## src/rtl/sharp_mlcd_multiline_writer.sv

```systemverilog
// Sharp memory-LCD writer: multi-line update, all-clear and static commands over the
// 3-wire SCS/SCLK/SI link, with line pixels pulled on demand from a frame store.
module sharp_mlcd_multiline_writer #(
  parameter int unsigned PIXELS_PER_LINE = 144,
  parameter int unsigned NUM_LINES       = 168,
  parameter int unsigned SCLK_HALF       = 6,
  parameter int unsigned TS_SCS          = 8,
  parameter int unsigned TH_SCS          = 8,
  parameter int unsigned T_GAP           = 12,
  parameter int unsigned VCOM_HW         = 1,
  parameter int unsigned VCOM_DIV        = 100000
) (
  input  logic                       clk_12mhz,
  input  logic                       rst_n,
  input  logic                       start,
  input  logic [1:0]                 cmd,
  input  logic [7:0]                 first_line,
  input  logic [7:0]                 line_count,
  output logic                       line_req,
  output logic [7:0]                 line_addr,
  input  logic [PIXELS_PER_LINE-1:0] line_data,
  input  logic                       line_valid,
  output logic                       busy,
  output logic                       done,
  output logic                       err,
  output logic                       SCS,
  output logic                       SCLK,
  output logic                       SI,
  output logic                       EXTCOMIN
);

  localparam int unsigned BIT_CYC   = 2 * SCLK_HALF;
  localparam int unsigned PW        = (BIT_CYC > 1) ? $clog2(BIT_CYC) : 1;
  // MODE's first half-bit already counts toward TS_SCS
  localparam int unsigned SETUP_CYC = (TS_SCS > SCLK_HALF) ? (TS_SCS - SCLK_HALF) : 1;
  localparam int unsigned CMAX_A    = (PIXELS_PER_LINE > T_GAP) ? PIXELS_PER_LINE : T_GAP;
  localparam int unsigned CMAX_B    = (TH_SCS > SETUP_CYC) ? TH_SCS : SETUP_CYC;
  localparam int unsigned CMAX      = (CMAX_A > CMAX_B) ? CMAX_A : CMAX_B;
  localparam int unsigned CW        = $clog2(CMAX + 1);
  localparam int unsigned VW        = $clog2(VCOM_DIV + 1);

  localparam logic [1:0] CMD_UPD = 2'b00;
  localparam logic [1:0] CMD_CLR = 2'b01;
  localparam logic [1:0] CMD_RSV = 2'b11;

  typedef enum logic [3:0] {
    S_IDLE, S_SETUP, S_MODE, S_FETCH, S_ADDR, S_DATA, S_LDUMMY, S_TAIL, S_HOLD, S_GAP
  } state_e;

  state_e                     state_q;
  logic [PW-1:0]              ph_q;
  logic [CW-1:0]              cnt_q;
  logic [7:0]                 byte_q;
  logic [PIXELS_PER_LINE-1:0] lbuf_q;
  logic [1:0]                 cmd_q;
  logic [7:0]                 addr_q;
  logic [7:0]                 lines_q;
  logic                       scs_q, sclk_q, si_q, busy_q, done_q, err_q, req_q;
  logic [VW-1:0]              vcnt_q;
  logic                       vcom_q;

  logic                       start_bad_c;
  logic [7:0]                 mode_c;
  logic [7:0]                 addr_next_c;

  assign start_bad_c = (cmd == CMD_RSV) ||
                       ((cmd == CMD_UPD) && ((first_line == 8'd0) ||
                                             (32'(first_line) > NUM_LINES) ||
                                             (line_count == 8'd0)));
  assign mode_c      = {5'b0, cmd_q == CMD_CLR, (VCOM_HW != 0) ? 1'b0 : vcom_q, cmd_q == CMD_UPD};
  assign addr_next_c = (addr_q == 8'(NUM_LINES)) ? 8'd1 : addr_q + 8'd1;

  // Free-running VCOM divider, independent of the transfer FSM
  always_ff @(posedge clk_12mhz or negedge rst_n) begin
    if (!rst_n) begin
      vcnt_q <= '0;
      vcom_q <= 1'b0;
    end else if (vcnt_q == VW'(VCOM_DIV - 1)) begin
      vcnt_q <= '0;
      vcom_q <= ~vcom_q;
    end else begin
      vcnt_q <= vcnt_q + 1'b1;
    end
  end

  always_ff @(posedge clk_12mhz or negedge rst_n) begin
    if (!rst_n) begin
      state_q <= S_IDLE;
      ph_q    <= '0;
      cnt_q   <= '0;
      byte_q  <= '0;
      lbuf_q  <= '0;
      cmd_q   <= '0;
      addr_q  <= '0;
      lines_q <= '0;
      scs_q   <= 1'b0;
      sclk_q  <= 1'b0;
      si_q    <= 1'b0;
      busy_q  <= 1'b0;
      done_q  <= 1'b0;
      err_q   <= 1'b0;
      req_q   <= 1'b0;
    end else begin
      done_q <= 1'b0;
      err_q  <= 1'b0;
      case (state_q)
        S_IDLE: begin
          if (start && start_bad_c) begin
            err_q <= 1'b1;
          end else if (start) begin
            cmd_q   <= cmd;
            addr_q  <= first_line;
            lines_q <= line_count;
            scs_q   <= 1'b1;
            busy_q  <= 1'b1;
            cnt_q   <= CW'(SETUP_CYC - 1);
            state_q <= S_SETUP;
          end
        end
        S_SETUP: begin
          if (cnt_q == '0) begin
            state_q <= S_MODE;
            ph_q    <= '0;
            cnt_q   <= CW'(7);
            si_q    <= mode_c[0];
            byte_q  <= {1'b0, mode_c[7:1]};
          end else begin
            cnt_q <= cnt_q - 1'b1;
          end
        end
        S_FETCH: begin
          if (req_q && line_valid) begin
            req_q   <= 1'b0;
            lbuf_q  <= line_data;
            state_q <= S_ADDR;
            ph_q    <= '0;
            cnt_q   <= CW'(7);
            si_q    <= addr_q[0];
            byte_q  <= {1'b0, addr_q[7:1]};
          end
        end
        S_HOLD: begin
          if (cnt_q == '0) begin
            scs_q   <= 1'b0;
            done_q  <= 1'b1;
            cnt_q   <= CW'(T_GAP - 1);
            state_q <= S_GAP;
          end else begin
            cnt_q <= cnt_q - 1'b1;
          end
        end
        S_GAP: begin
          if (cnt_q == '0) begin
            busy_q  <= 1'b0;
            state_q <= S_IDLE;
          end else begin
            cnt_q <= cnt_q - 1'b1;
          end
        end
        default: begin
          // Serial field states: SCLK low then high within each bit, SI changes on the fall
          if (ph_q == PW'(SCLK_HALF - 1)) begin
            sclk_q <= 1'b1;
            ph_q   <= ph_q + 1'b1;
          end else if (ph_q == PW'(BIT_CYC - 1)) begin
            sclk_q <= 1'b0;
            ph_q   <= '0;
            if (cnt_q != '0) begin
              cnt_q <= cnt_q - 1'b1;
              if (state_q == S_DATA) begin
                si_q   <= lbuf_q[0];
                lbuf_q <= lbuf_q >> 1;
              end else begin
                si_q   <= byte_q[0];
                byte_q <= byte_q >> 1;
              end
            end else begin
              si_q   <= 1'b0;
              byte_q <= '0;
              cnt_q  <= CW'(7);
              case (state_q)
                S_MODE: begin
                  if (cmd_q == CMD_UPD) begin
                    req_q   <= 1'b1;
                    state_q <= S_FETCH;
                  end else begin
                    state_q <= S_TAIL;
                  end
                end
                S_ADDR: begin
                  si_q    <= lbuf_q[0];
                  lbuf_q  <= lbuf_q >> 1;
                  cnt_q   <= CW'(PIXELS_PER_LINE - 1);
                  state_q <= S_DATA;
                end
                S_DATA: state_q <= S_LDUMMY;
                S_LDUMMY: begin
                  if (lines_q == 8'd1) begin
                    state_q <= S_TAIL;
                  end else begin
                    lines_q <= lines_q - 8'd1;
                    addr_q  <= addr_next_c;
                    req_q   <= 1'b1;
                    state_q <= S_FETCH;
                  end
                end
                default: begin
                  cnt_q   <= CW'(TH_SCS - 1);
                  state_q <= S_HOLD;
                end
              endcase
            end
          end else begin
            ph_q <= ph_q + 1'b1;
          end
        end
      endcase
    end
  end

  assign line_req  = req_q;
  assign line_addr = addr_q;
  assign busy      = busy_q;
  assign done      = done_q;
  assign err       = err_q;
  assign SCS       = scs_q;
  assign SCLK      = sclk_q;
  assign SI        = si_q;
  assign EXTCOMIN  = (VCOM_HW != 0) ? vcom_q : 1'b0;

endmodule
```

## config.mk

```make
export PLATFORM = sky130hd
export DESIGN_NAME = sharp_mlcd_multiline_writer
export DESIGN_NICKNAME = d
export VERILOG_FILES = /design/src/rtl/sharp_mlcd_multiline_writer.sv
export SDC_FILE = /design/constraint.sdc
export NUM_CORES = 1
export LEC_CHECK = 0
export CORE_ASPECT_RATIO = 0.6
export CORE_MARGIN = 2
export CORE_UTILIZATION = 24
export CTS_CLUSTER_SIZE = 16
export DETAILED_ROUTE_END_ITERATION = 10
export PLACE_DENSITY_LB_ADDON = 0.15
export SYNTH_ARGS = -nofsm -noshare
export SYNTH_HDL_FRONTEND = slang
export SYNTH_SLANG_ARGS = --single-unit
```

## constraint.sdc

```tcl
create_clock -name clk_12mhz -period 3 [get_ports clk_12mhz]
set_input_delay 0.45 -clock clk_12mhz [delete_from_list [all_inputs] [get_ports clk_12mhz]]
set_output_delay 0.45 -clock clk_12mhz [all_outputs]
set_load 0.03 [all_outputs]
```

==> out/metrics.yaml, run 1 <==
power_and_ir_drop:
  vdd_drop_max_uv: 361
  power.density_mw_per_mm2: 697
  p_leak_nw: 5.27
drt:
  num_vias: 8166
  drt-initial-drc-count: 511
  drc: 0
  routedWlPerCell_um: 15.7
  ant_nets: 0
  drtPass1Iterations: 5
  drt-total-wl_um: 28800
  viasPerCell: 4.47
global_routing:
  grt_antenna_before_repair: 1
  grtUsageMet2_pct: 17.8
  grt-ovfl-total: 0
  grt_pass1_wl_um: 46800
  grt_max_degree: 138
  grt_util_met1_pct: 19.9
  grt_use_total_pct: 12.8
  top_usage_layer: "met1"
  grtUsageMet3_pct: 2.72
  grt_pass1_vias: 8065
yosys:
  ys_types: 66
  yosys_warnings: 0
  ys_dominant_reg_cell: "dfrtp_1"
  async_flop_share_pct: 100
  ys_seq_area_share_pct: 50.2
  syn_inst: 1062
  syn-num-nets: 1236
  synth_area_mm2: 0.0105
  synth_edf_count: 0
  synth_area_per_cell_um2: 9.86
  ys_ff_latch: 210
clock_network:
  cts_tree: "yes"
  cts.sinks: 210
  clkTransAtPathRegs_ns: 0.08
  clock_latency_ns: 0.56
  numCtsBuffers: 24
  htreeDepth: 1
  cts.root.buffer_cell: "clkbuf_16"
  clockBufferDepth: 3
  post-cts-setup-buffers: 0
worst_setup_path:
  worstRegToRegCells: 8
  cp_cell_sequence: "inv_1 > ha_1 > or3b_4 > or3_1 > or3_4 > o211ai_4 > nor4_1 > a211o_1"
  cp_max_fo: 16
  crit_type: "reg -> reg"
  worstPathRequired_ns: 3.45
  regToRegSetupSlack_ns: 0.19
  cp-start-kind: "register"
  slowest_delay_ns: 0.51
  rr_startpoint: "cnt_q[0]$_DFFE_PN0P_"
  worst_ep_arrival_time_ns: 3.26
  endpoint_kind: "register"
  cp_slowest_cell: "or3_1"
  r2r_end: "cnt_q[6]$_DFFE_PN0P_"
sta:
  fin_crit_sh_pct: 93.7
  drv_slew: 0
  setup_violations: 0
  rsz0062_at_grt: "false"
  relSlewSlack_pct: 51.3
  period_needed_ns: 2.81
  max_freq_ghz: 0.356
  skew_ns: 0.0260
  fin_tns_setup_ns: 0
  hold_violations: 0
  timing_worst_slew_pin_value_ns: 0.724
final_layout:
  nNetsFinal: 1405
  fill_cells: 4439
  areaGrowthSynthToFinish_pct: 31.7
  drive_gt1_share_pct: 7.14
  antennaDiodeCount: 0
  finish.utilization_pct: 31.9
floorplanning:
  start_util_pct: 24.3
  die_h_um: 166
  ioPinCount: 182
  core_area_mm2: 0.0432
  die_width_um: 274
  core.rowCount: 59
  die_area_mm2: 0.0454
outcome:
  status: "finished, final reports clean"
placed_design:
  place_congestion: 0.803
  dp_hpwl_um: 20000
  port_buffers: 181
worst_hold_path:
  hp-class: "in -> async"
flow_run:
  maxCapViolCount: 0
==> per-layer routing <==
metal  vias up  part of all wire, %
li1       4108                    -
met1      3908                   53
met2       109                   41
met3        39                  3.9
met4         2                  2.0
met5         -                0.045
==> cell usage in the layout, fill, tap and decap left out, types with 6 or more instances in the layout <==
cell type / instances
buf_4: 22
nand2b_1: 7
nor3_1: 12
a22oi_1: 10
xnor2_1: 10
dfrtp_1: 210
clkdlybuf4s50_1: 180
nand2_1: 183
buf_12: 8
clkbuf_16: 24
nand3_1: 16
and3_1: 6
a21o_1: 6
o21ai_0: 62
nor4_1: 8
clkinv_2: 8
nor2_1: 47
o31ai_1: 7
inv_1: 13
o22ai_1: 6
xor2_1: 7
o21ai_1: 131
ha_1: 8
mux2i_1: 145
a21oi_1: 26
==> worst max-delay path by stage <==
stage          slack [ns]                      to                  from
6_report             0.19    cnt_q[6]$_DFFE_PN0P_  cnt_q[0]$_DFFE_PN0P_
5_1_grt              0.03  state_q[2]$_DFFE_PN0P_  cnt_q[0]$_DFFE_PN0P_
4_1_cts              0.06  state_q[2]$_DFFE_PN0P_  cnt_q[0]$_DFFE_PN0P_
3_5_place_dp         0.09  state_q[2]$_DFFE_PN0P_  cnt_q[0]$_DFFE_PN0P_
3_3_place_gp         0.14  state_q[2]$_DFFE_PN0P_  cnt_q[0]$_DFFE_PN0P_
2_1_floorplan        0.38  state_q[2]$_DFFE_PN0P_  cnt_q[0]$_DFFE_PN0P_
==> synth_stat cells (all sizes together) (13+ instances only) <==
library cell / n / area [um^2]
buf: 27 / 243
nand3: 16 / 80.1
nor2: 47 / 176
inv: 13 / 48.8
dfrtp: 210 / 5260
clkbuf: 42 / 158
nand2: 183 / 687
a21oi: 28 / 144
nor3: 13 / 70.1
mux2i: 145 / 1450
o21ai: 194 / 975
==> metrics by stage <==
| step | area [um^2] | worst slack [ns] | total power [mW] | hold slack, ns | cells |
|---|---|---|---|---|---|
| 2_1_floorplan | 10500 | 0.379 | 5.47 | 0.154 | 1062 |
| 3_3_place_gp | 13000 | 0.135 | 6.63 | 0.462 | 1783 |
| 3_5_place_dp | 13000 | 0.0896 | 6.63 | 0.462 | 1783 |
| 4_1_cts | 13800 | 0.0642 | 9.72 | 0.461 | 1826 |
| 5_1_grt | 13800 | 0.0349 | 10.2 | 0.493 | 1826 |
| 6_report | 13800 | 0.188 | 9.62 | 0.464 | 1826 |
==> sequential cells by signal (all words and copies together) (netlist names) <==
name / cells
cmd_q: 2
byte_q: 7
ph_q: 4
line_req: 1
vcnt_q: 17
SCLK: 1
state_q: 4
done: 1
SI: 1
EXTCOMIN: 1
lines_q: 8
busy: 1
SCS: 1
lbuf_q: 144
err: 1
cnt_q: 8
line_addr: 8
==> cells by family (layout without fill, tap and decap cells) <==
logic type,count (synthesis),after routing,synth area share (%)
AOI/OAI and AO/OA,283,283,15.6
xor gates and xnor gates,17,17,1.42
adders and majority gates,8,8,0.955
buffers and inverters,82,267,4.29
DFF,210,210,50.2
muxes,146,146,14.0
and+or+nand+nor,316,316,13.6
==> power by group <==
group | total (mW) | internal (mW) | switching, mW
clock | 2.99 | 1.70 | 1.28
sequential | 3.45 | 3.11 | 0.334
combinational | 3.18 | 1.38 | 1.80
==> area by class of cell <==
type	count	area, um^2	area share, %
Clock buffer	30	643	4.66
Clock inverter	12	139	1.01
Inverter	13	48.8	0.354
Multi-Input combinational cell	770	4830	35.0
Sequential cell	210	5260	38.1
Tap cell	579	724	5.25
Timing Repair Buffer	212	2150	15.6
==> critical path, delay by kind of cell (launching register included) <==
family,cells,cell delay [ns]
adder cells (fa/ha/maj),1,0.22
AND/OR/NAND/NOR,4,1.51
flip-flops,1,0.40
buffers and inverters,1,0.13
AO/OA/AOI/OAI,2,0.45
==> repair_timing <==
item | in CTS | in global routing
hold endpoints to repair | 79 | 0
endpoints found under the setup margin | 0 | 91
gates resized for setup | 0 | 4
hold buffers | 1 | 0
No activity file was read; power rests on OpenSTA's default activity.
==> run 2: changes to the inputs <==
- ABC_CLOCK_PERIOD_IN_PS: default -> 3000
- SLEW_MARGIN: default -> 20
==> results of run 2 <==
No change in the layout: final DEF, timing and power equal those of run 1.
==> run 3: changes to the inputs <==
- CORE_UTILIZATION: 24 -> 50
==> run 3 against run 2 <==
Effect of this change: the run now ends with hold timing left; combinational power down 4%; final area decreased by 3.7%; via count is 0.34% lower; utilization is 34 points higher; total power is 5.1% lower; cell count shrank 17%; register-to-register slack got worse by 0.02 ns; first-iteration DRC count is 31% higher; largest power group unchanged; fmax is 0.62% lower; routed wire length decreased by 15%.
==> out/metrics.yaml, run 3 (synthesis results as in run 1) <==
outcome:
  status: "complete, but fails checks"
  violations: "hold timing"
worst_setup_path:
  worstPathRequired_ns: 3.38
  cp_max_fo: 58
  endpoint_kind: "register"
  cp-start-kind: "register"
  cp_slowest_cell: "or4_4"
  worst_ep_arrival_time_ns: 3.21
  crit_type: "reg -> reg"
  slowest_delay_ns: 0.53
  cp_cell_sequence: "inv_1 > ha_1 > or3b_4 > or4_4 > a21oi_1 > o21ai_4 > buf_12 > buf_12 > nand2_1 > o21ai_1"
  cp_common_cell: "buf_12"
drt:
  drt-initial-drc-count: 671
  routedWlPerCell_um: 16.2
  drt-total-wl_um: 24500
  drtPass1Iterations: 7
  viasPerCell: 5.38
  ant_nets: 0
  num_vias: 8138
  drc: 0
sta:
  drv_slew: 0
  holdWs_ns: -0.000886
  max_freq_ghz: 0.353
  fin_crit_sh_pct: 94.3
  period_needed_ns: 2.83
  setup_violations: 0
  fin_tns_setup_ns: 0
  hold_violations: 1
  fin_ws_ns: 0.171
  relSlewSlack_pct: 51.7
  rsz0062_at_grt: "false"
  skew_ns: 0.0169
  timing_worst_slew_pin_value_ns: 0.724
global_routing:
  grt_pass1_wl_um: 40100
  grt_max_degree: 99
  grt_pass1_vias: 7613
  grt_use_total_pct: 22.5
  grt_antenna_before_repair: 1
  grt-ovfl-total: 0
placed_design:
  dp_hpwl_um: 17200
  place_ws_ns: 0.0661
  port_buffers: 181
  place_congestion: 0.862
  placed_cell_area_mm2: 0.0125
power_and_ir_drop:
  power.density_mw_per_mm2: 687
  vdd_drop_max_uv: 443
  p_leak_nw: 5.20
  finalPower_mw: 9.13
final_layout:
  nNetsFinal: 1399
  reg_top3: "lbuf_q: 144 flops, vcnt_q: 17 flops"
  drive_gt1_share_pct: 6.69
  final_cell_mix: "dfrtp_1, nand2_1, clkdlybuf4s50_1, mux2i_1, o21ai_1"
  regMostFlops: "lbuf_q"
  finish.utilization_pct: 65.5
  largest_reg_flops: 144
  areaGrowthSynthToFinish_pct: 26.8
  layout_commonest_cell: "dfrtp_1"
  design_area_mm2: 0.0133
floorplanning:
  core.rowCount: 40
  start_util_pct: 51.7
  core_area_mm2: 0.0203
  die_h_um: 116
  ioPinCount: 182
  die_width_um: 191
  die_area_mm2: 0.0222
clock_network:
  clockBufferDepth: 3
  clkTransAtPathRegs_ns: 0.06
  numCtsBuffers: 21
  clock_latency_ns: 0.50
  htreeDepth: 1
  ctsHoldBuffers: 0
  cts.root.buffer_cell: "clkbuf_16"
  cts.sinks: 210
  cts_tree: "yes"
worst_hold_path:
  hp-class: "in -> async"
flow_run:
  maxCapViolCount: 0
## run 3: changes by cell type in the layout (fill, tap and decap cells not counted), moves of 2 or more
cell and change:
clkinv_2 -4, clkbuf_16 -3, clkbuf_8 +3, clkinvlp_4 +2
## run 3: path summary, 6_finish.rpt
path	end	cells after the start	slack (ns)	startpoint
setup / recovery	lbuf_q[26]$_DFFE_PN0P_	10	0.17	cnt_q[0]$_DFFE_PN0P_
hold / removal	lines_q[2]$_DFFE_PN0P_	1	-0.0009	rst_n
setup reg to reg	lbuf_q[26]$_DFFE_PN0P_	10	0.17	cnt_q[0]$_DFFE_PN0P_
hold reg to reg	EXTCOMIN$_DFFE_PN0N_	1	0.47	EXTCOMIN$_DFFE_PN0N_
max in group asynchronous	line_addr[6]$_DFFE_PN0P_	2	2.12	rst_n
min in group clk_12mhz	EXTCOMIN$_DFFE_PN0N_	1	0.47	EXTCOMIN$_DFFE_PN0N_
## run 3: what timing repair did
| action | CTS | global route |
|---|---|---|
| buffers inserted | 0 | 2 |
| gates resized for setup | 0 | 3 |
| endpoints found under the setup margin | 0 | 122 |
## run 3: critical path: cells and delay by family, from the launching register on
kind	cells	cell delay (ns)
flops	1	0.39
fa+ha+maj	1	0.21
buf+inv	3	0.51
simple gates	3	1.07
compound gates	3	0.50
## run 3: area by class of cell
cell class / instances / area [um^2]
Fill cell: 1663 / 6980
Sequential cell: 210 / 5260
Multi-Input combinational cell: 770 / 4820
Timing Repair Buffer: 209 / 2110
Clock buffer: 29 / 596
Tap cell: 273 / 342
Clock inverter: 9 / 104
Inverter: 13 / 48.8
Antenna cell: 1 / 2.50
## run 3: layer usage
metal | part of all wire, % | global-route usage, % | up-vias
li1 | - | - | 4092
met1 | 52 | 36.6 | 3809
met2 | 40 | 30.4 | 210
met3 | 6.9 | 5.08 | 27
met4 | 1.5 | 3.67 | 0
met5 | 0 | 0 | -
## run 3: stage by stage
step	hold WS, ns	cells
after floorplan	0.154	1062
after global placement	0.456	1473
after detailed placement	0.456	1473
after CTS	0.0461	1511
final	-0.000886	1514
after global routing	0.0475	1514
## run 3: where the power goes
group          leakage (nW)  switching [mW]  total, mW  internal, mW
clock network         0.341            1.09       2.66          1.57
registers              2.85           0.298       3.41          3.11
logic                  2.01            1.74       3.06          1.32
